[config.mk]
export PLATFORM = sky130hd
export DESIGN_NAME = clic_csr_stack_timer
export DESIGN_NICKNAME = d
export VERILOG_FILES = /design/src/rtl/clic_csr_stack_timer.sv
export SDC_FILE = /design/constraint.sdc
export NUM_CORES = 1
export LEC_CHECK = 0
export ABC_AREA = 0
export CAP_MARGIN = 20
export CORE_MARGIN = 2
export CORE_UTILIZATION = 30
export CTS_CLUSTER_SIZE = 25
export DETAILED_ROUTE_END_ITERATION = 8
export SYNTH_ARGS = -nofsm -noshare
export SYNTH_HDL_FRONTEND = slang
export SYNTH_SLANG_ARGS = --single-unit
[constraint.sdc]
create_clock -name clk -period 4.5 [get_ports clk]
set_clock_uncertainty 0.15 [all_clocks]
set_input_delay 0.9 -clock clk [delete_from_list [all_inputs] [get_ports clk]]
set_output_delay 0.9 -clock clk [all_outputs]
set_load 0.1 [all_outputs]
[src/rtl/clic_csr_stack_timer.sv]
// Interrupt-controller support block: one Zicsr CSR with a virtual field
// access path and hardware write port, a free-running timer, and a return stack.
module clic_csr_stack_timer #(
   parameter logic [11:0] CsrAddr        = 12'h300,
   parameter int          CsrWidth       = 8,
   parameter logic [31:0] CsrResetValue  = 32'h0,
   parameter logic [11:0] VcsrAddr       = 12'h400,
   parameter int          StackDepth     = 8,
   parameter int          StackDataWidth = 32,
   parameter int          MonoTimerWidth = 32
) (
   input  logic                               clk,
   input  logic                               reset,
   input  logic                               csr_enable,
   input  logic [11:0]                        csr_addr,
   input  logic [2:0]                         csr_op,
   input  logic [4:0]                         rs1_zimm,
   input  logic [31:0]                        rs1_data,
   input  logic [11:0]                        vcsr_addr,
   input  logic [4:0]                         vcsr_offset,
   input  logic [4:0]                         vcsr_width,
   input  logic [CsrWidth-1:0]                csr_ext_data,
   input  logic                               csr_ext_write_enable,
   output logic [31:0]                        csr_direct_out,
   output logic [31:0]                        csr_out,
   input  logic                               stack_push,
   input  logic                               stack_pop,
   input  logic [StackDataWidth-1:0]          stack_data_in,
   output logic [StackDataWidth-1:0]          stack_data_out,
   output logic [$clog2(StackDepth):0]        stack_index_out,
   output logic [MonoTimerWidth-1:0]          mono_timer
);

   localparam int PtrW = $clog2(StackDepth);
   localparam int IdxW = PtrW + 1;

   logic [CsrWidth-1:0]       r_csr;
   logic [MonoTimerWidth-1:0] r_timer;
   logic [StackDataWidth-1:0] r_stack [StackDepth];
   logic [IdxW-1:0]           r_index;

   logic [31:0] w_csr32;
   logic [31:0] w_operand;
   logic [31:0] w_lowMask;
   logic [31:0] w_fieldMask;
   logic [31:0] w_field;
   logic [31:0] w_fieldOp;
   logic [31:0] w_newField;
   logic [31:0] w_newDirect;
   logic [31:0] w_virtNext;
   logic        w_direct;
   logic        w_virtual;
   logic        w_writeAllowed;
   logic        w_empty;
   logic        w_full;
   logic [PtrW-1:0] w_topPtr;
   logic [PtrW-1:0] w_pushPtr;

   assign w_csr32   = 32'(r_csr);
   assign w_operand = csr_op[2] ? {27'b0, rs1_zimm} : rs1_data;
   assign w_direct  = csr_enable && (csr_addr == CsrAddr);
   assign w_virtual = csr_enable && (csr_addr == VcsrAddr) && (vcsr_addr == CsrAddr);

   // Field mask of vcsr_width+1 ones; the left shift naturally clips at bit 31.
   assign w_lowMask   = 32'hFFFF_FFFF >> (5'd31 - vcsr_width);
   assign w_fieldMask = w_lowMask << vcsr_offset;
   assign w_field     = (w_csr32 >> vcsr_offset) & w_lowMask;
   assign w_fieldOp   = w_operand & w_lowMask;

   // Set/clear forms with a zero rs1/zimm are read-only; funct3 x00 never writes.
   assign w_writeAllowed = (csr_op[1:0] != 2'b00) && !(csr_op[1] && (rs1_zimm == 5'd0));

   always_comb begin
      w_newDirect = w_csr32;
      w_newField  = w_field;
      case (csr_op[1:0])
         2'b01: begin
            w_newDirect = w_operand;
            w_newField  = w_fieldOp;
         end
         2'b10: begin
            w_newDirect = w_csr32 | w_operand;
            w_newField  = w_field | w_fieldOp;
         end
         2'b11: begin
            w_newDirect = w_csr32 & ~w_operand;
            w_newField  = w_field & ~w_fieldOp;
         end
         default: ;
      endcase
   end

   assign w_virtNext = (w_csr32 & ~w_fieldMask) | ((w_newField << vcsr_offset) & w_fieldMask);

   always_ff @(posedge clk) begin
      if (reset) begin
         r_csr <= CsrResetValue[CsrWidth-1:0];
      end else if (csr_ext_write_enable) begin
         r_csr <= csr_ext_data;
      end else if (w_direct && w_writeAllowed) begin
         r_csr <= w_newDirect[CsrWidth-1:0];
      end else if (w_virtual && w_writeAllowed) begin
         r_csr <= w_virtNext[CsrWidth-1:0];
      end
   end

   assign csr_direct_out = w_csr32;
   assign csr_out = w_direct ? w_csr32 : (w_virtual ? w_field : 32'h0);

   always_ff @(posedge clk) begin
      if (reset) begin
         r_timer <= '0;
      end else begin
         r_timer <= r_timer + MonoTimerWidth'(1);
      end
   end

   assign mono_timer = r_timer;

   assign w_empty   = (r_index == '0);
   assign w_full    = (r_index == IdxW'(StackDepth));
   assign w_topPtr  = PtrW'(r_index - IdxW'(1));
   assign w_pushPtr = r_index[PtrW-1:0];

   // Simultaneous push+pop on a non-empty stack swaps the top entry in place.
   always_ff @(posedge clk) begin
      if (reset) begin
         r_index <= '0;
      end else if (stack_push && stack_pop && !w_empty) begin
         r_stack[w_topPtr] <= stack_data_in;
      end else if (stack_push && !w_full) begin
         r_stack[w_pushPtr] <= stack_data_in;
         r_index            <= r_index + IdxW'(1);
      end else if (stack_pop && !stack_push && !w_empty) begin
         r_index <= r_index - IdxW'(1);
      end
   end

   assign stack_index_out = r_index;
   assign stack_data_out  = w_empty ? '0 : r_stack[w_topPtr];

endmodule

Yosys cells after proc, flatten, opt, wreduce, memory -nomap -nowiden:

Memory sizes are Yosys's and may differ from the RTL's.
Cells that the tools add are included.

* word-level logic and storage cells: 78
* register bits after elaboration: 44
* output and inout bits: 132
* memories kept: 1
* memory bits (writable): 256

Memory list
* r_stack: words 8, width 32, rd ports 1, clocked after memory_dff 0, wr ports 1, RTL line 39 `logic [StackDataWidth-1:0] r_stack [StackDepth];`

* bitwise operators: 13
* reduce and logical (&&, ||, !) cells: 24
* equality and inequality tests: 8
* add/subtract/negate cells: 4
* mux-type cells: 21
* shift operators: 4

Operators by type and width (count)
* 32-bit 2-to-1 mux: 5
* 32-bit AND: 3
* 32-bit one-hot mux with 3 select lines: 1
* 32-bit by 5-bit << shifter with 8-bit output: 2
* 32-bit by 1-bit adder with 32-bit output (second input constant): 1
* 32-bit NOT: 1
* 32-bit OR: 1
* 32-bit OR reduction: 1
* 32-bit by 5-bit >> shifter with 32-bit output (first input constant): 1
* 8-bit by 5-bit >> shifter with 32-bit output: 1
* 8-bit AND: 3
* 12-bit by 10-bit equality test with 1-bit output (second input constant): 2
* 8-bit 2-to-1 mux: 3
* 8-bit one-hot mux with 3 select lines: 1
* 8-bit NOT: 2
* 8-bit OR: 2
* 12-bit by 11-bit equality test with 1-bit output (second input constant): 1
* 1-bit logical AND: 12
* 1-bit 2-to-1 mux: 8
* 4-bit 2-to-1 mux: 2
* 5-bit logical NOT: 1
* 5-bit by 2-bit != test with 1-bit output (second input constant): 1
* 5-bit subtractor (first input constant): 1
* 4-bit by 1-bit adder with 4-bit output (second input constant): 1
* other kinds (11): 17

Depth between registers and ports, before layout:

* depth in word-level cells: 12
* mapped depth: 12

Least setup slack after synthesis:

Ideal clock, no wire load.

* kind: register to register
* start: reg r_index[0], in the netlist stack_index_out[0]
* end: mem r_stack[7][0], enable pin
* data required time: 3.889 ns
* data arrival time: 5.163 ns
* stages on the path, launching flop included: 11
* slack: -1.274 ns
* cells stage by stage: dfxtp_1 > clkbuf_1 > buf_1 > inv_1 > ha_1 > buf_2 > a31oi_1 > nand2_1 > o21ai_0 > o31ai_1 > nor3_1

* cells in the longest elaborated chain, start to end: 9
* elaborated cells on any way between the ends: 17
* those cells by class: 1 x add/sub; 1 x eq/ne; 9 x mux; 6 x reduce/logical

Ends and longest elaborated chain
* start: declaration: RTL line 40 `logic [IdxW-1:0] r_index;`
* start signal: assignment: RTL line 133 `r_index <= r_index + IdxW'(1);`
* start signal: assignment: RTL line 135 `r_index <= r_index - IdxW'(1);`
* 4-bit equality test: RTL line 121 `assign w_full = (r_index == IdxW'(StackDepth));`
* 1-bit logical NOT: RTL line 131 `end else if (stack_push && !w_full) begin`
* 1-bit logical AND: RTL line 131
* 1-bit 2-to-1 mux: RTL line 131
* 1-bit 2-to-1 mux: RTL line 129 `end else if (stack_push && stack_pop && !w_empty) begin`
* 1-bit 2-to-1 mux: RTL line 127 `if (reset) begin`
* 1-bit 2-to-1 mux (implied by the code): RTL line 132 `r_stack[w_pushPtr] <= stack_data_in;`
* 32-bit OR reduction (no line)
* 3-bit 2-to-1 mux (no line) or 1-bit 2-to-1 mux (tied branches)
* end: declaration: RTL line 39

Several ways; a longest one is shown, not always the timed one.

Worst setup path in the final report:

* start: in vcsr_addr[4]
* end: out csr_out[3]

* cells in the longest elaborated chain, start to end: 4

Ends and longest elaborated chain
* start: declaration: RTL line 19 `input logic [11:0] vcsr_addr,`
* 12-bit by 10-bit equality test with 1-bit output: RTL line 62 `assign w_virtual = csr_enable && (csr_addr == VcsrAddr) && (vcsr_addr == CsrAddr);`
* 1-bit logical AND: RTL line 62
* 32-bit 2-to-1 mux (2 in series): RTL line 108 `assign csr_out = w_direct ? w_csr32 : (w_virtual ? w_field : 32'h0);`
* end: declaration: RTL line 25 `output logic [31:0] csr_out,`

No other way between the ends.

==> reports/summary.md <==
The final route contains 9154 vias. The run gives 48200 sq um as the total die area. The data arrival time of the worst path is 3.00 ns, and the count of warnings emitted by yosys is 0. The worst pin sits at a relative slew slack of 26.8%. The run gives 1006 as the gate count of the mapped netlist. For the worst setup path, the data required time is 3.45 ns. The maximum frequency from static timing analysis is 247 MHz, and the layout overhead on the synthesized area is 31.5%. The run finished with clean final reports. The share of async-settable or async-resettable flops after synthesis was 0%.

For the total I/O pin count, the log shows 252. The path with the worst hold slack has its endpoint at mono_timer[0]. The tools report the count of nets after finishing as 1329. The number of antenna diodes was 0. In this run the worst path has a maximum fanout of 4. The clock network latency to the later pin of the worst-skew pair was 0.55 ns. In this run the deepest clock path goes through 3 buffers.

The tools report the final design area excluding fillers as 18300 sq um. Global routing finished with a remaining overflow of 0. In this run, the number of DRC markers left after iteration 0 of detailed routing was 669. In this run, post-CTS hold repair placed 0 buffers. The core region is 45600 sq um. Count of cells along the worst register-to-register path: 10.

The endpoint identified for the worst register-to-register timing path is r_stack[2][6]. Detailed placement finished with a half-perimeter wire length of 24400 um. In this run the register-to-register setup slack is 1.02 ns. The startpoint identified for the worst hold timing path is mono_timer[0]. TritonCTS built the clock tree. The share of cells above drive strength 1 is 22.2%.

Summing the sequential cell areas from Yosys gives 61.5% of the chip area. The vertical die dimension was 219 um; the shortest clock period the worst path allows after layout was 4.05 ns. Leakage dissipation: 6.01 nW. For this run, design rule violations remaining after detail routing come to 0.

CTS built an H-tree with a depth of 2. In this run the horizontal extent of the chip is 219 um. A synthesized cell averages 13.8 sq um. Number of setup violations in the final report: 0. Max-cap violations in this run came to 0. The tools report the routability-driven placement congestion ratio as 0.919.

The number of clock buffers added by TritonCTS is 35. The setup slack after placement was 0.446 ns; the slew at the pin closest to its max-slew limit was 1.10 ns. The tools report the category of the worst setup path launch point as a primary input. By instance count, the leading cell after synthesis is edfxtp_1. The first global-routing pass estimated 57000 um of wire. Setup repair after global routing left no endpoint under its margin. The tools report the peak ir drop on the vdd network as 0.00107 V.

Once the floorplan was initialized, standard cells occupied 30.6% of the core. The number of stages on the worst hold path was 1; the post-layout total power was 0.0134 W. The tree is rooted in a clkbuf_16. Clock-pin slew was measured on the worst setup and hold paths at 0.05 ns. The critical path is of the primary input to primary output type. The tools report the start of the worst register-to-register path as stack_index_out[1]. Using the TritonRoute via totals, the vias-per-cell ratio works out to 5.01.

Entering global routing, the biggest net connects 73 pins. In the final routed layout, each cell accounts on average for 20.8 um. The first detailed-routing pass ran for 6 iterations. Global routing used 15.8% of the available tracks across all layers. The run gives 0 as the post-detailed-route count of antenna-violating nets. The class of the worst hold path was register to register. The number of global-route vias before repair is 9305, and the number of rows in the core area is 78. Post-CTS repair changed the size of 0 cells. The most instantiated flip-flop cell in the synthesis netlist is edfxtp_1. Post-CTS timing repair inserted 0 buffers for setup. The netlist area before placement was 13900 sq um; the count of buffers inserted at the top-level ports was 179.

In the post-synthesis netlist, the biggest area contributors are edfxtp_1, mux4_2, dfxtp_1, nand2_1, buf_4. The post-layout instance count excluding filler cells was 1828. The commonest cells after synthesis are edfxtp_1, nand2_1, nor2_1.

Dividing total power by cell area gives a power density of 730 nW/um^2. Counting tap cells, the placed design contains a total of 1769 instances. CTS saw 300 sinks. The run gives 0.446 ns as the worst setup slack after layout. For the final routed database, the setup TNS stands at 0 ns. The synthesized design contains 256 enable-type register cells. Summed over all instances, the cell type with the most area after synthesis is edfxtp_1.

The tools report the placement-stage cell area as 17200 sq um. After detailed routing, the total wire length is 38000 um. The initial antenna violation count came out at 1. The max-slew violation total from the final report was 0.

The run gives 0 as the number of hold violations in the final report. The kind of end point of the critical path was a primary output. The register bit total from synthesis is 300. The post-route fraction of the period consumed by the critical path is 90.1%, and the share of the synthesized area in the top cell type is 55.2%. Synthesis instantiated 84 different standard cells from the library.
==> critical path, cell delays in order <==
cell,delay [ns]
clkdlybuf4s50_1,0.41
nor4b_2,0.32
nand4_1,0.27
nor3_1,0.48
nor3b_1,0.25
a21o_1,0.17
buf_12,0.19
==> state kept, by name, summed over array words and instances (netlist names), named ones only <==
name             flops
r_stack            256
mono_timer          32
stack_index_out      4
==> final cells by class <==
type / count / area [sq um]
sequential: 300 / 8570
inverter: 20 / 75.1
clock buffer: 38 / 887
tap: 600 / 751
timing repair buffer: 219 / 2570
clock inverter: 21 / 193
fill: 4204 / 27300
multi-input combinational: 630 / 5270
==> metal layers <==
metal	GRT usage [%]	vias to the layer above	share of wire, %
li1	-	4160	-
met1	20.7	4592	42
met2	26.3	335	48
met3	2.94	65	6.7
met4	5.43	2	2.7
met5	0	-	0.032
==> power breakdown <==
group	total, W	leakage [nW]	internal [W]	switching (W)
clock	0.00268	0.537	0.00155	0.00113
combinational	0.00723	2.80	0.00242	0.00481
sequential	0.00346	2.67	0.00335	0.000107
==> cell families (layout without fill, tap and decap cells) <==
family	after synthesis	in the layout	synth area share (%)
simple gates	294	294	10.5
compound gates	167	167	8.11
other cells	1	48	0.0269
fa+ha+maj	3	3	0.270
xor+xnor	36	36	2.26
flops	300	300	61.5
buf+inv	123	298	5.33
mux	82	82	12.0
==> worst max-delay path by stage <==
| stage | slack [ns] | to | startpoint |
|---|---|---|---|
| final | 0.45 | csr_out[3] | vcsr_addr[4] |
| after global routing | 0.27 | csr_out[3] | vcsr_addr[4] |
| after CTS | 0.44 | csr_out[3] | vcsr_addr[4] |
| after detailed placement | 0.45 | csr_out[3] | vcsr_addr[4] |
| after global placement | 0.44 | csr_out[7] | vcsr_addr[4] |
| after floorplan | 0.01 | r_stack[3][0] | stack_index_out[0] |
==> layout by cell type, fill, tap and decap left out, types with 23 or more instances in the layout <==
cell type / n
buf_12: 47
conb_1: 48
mux4_2: 67
clkbuf_16: 35
o21ai_0: 29
nand3_1: 23
a21oi_4: 32
buf_4: 33
a21oi_1: 24
edfxtp_1: 256
clkdlybuf4s50_1: 138
nor2_1: 70
dfxtp_1: 43
nand2_1: 107
==> metrics by stage <==
| stage | utilization, % | hold slack [ns] |
|---|---|---|
| 3_5_place_dp | 37.8 | 0.317 |
| 6_report | 40.2 | 0.324 |
| 2_1_floorplan | - | 0.720 |
| 3_3_place_gp | 37.8 | 0.312 |
| 5_1_grt | 40.2 | 0.345 |
| 4_1_cts | 40.2 | 0.331 |
Note: power is estimated with default switching activity, not from simulation.
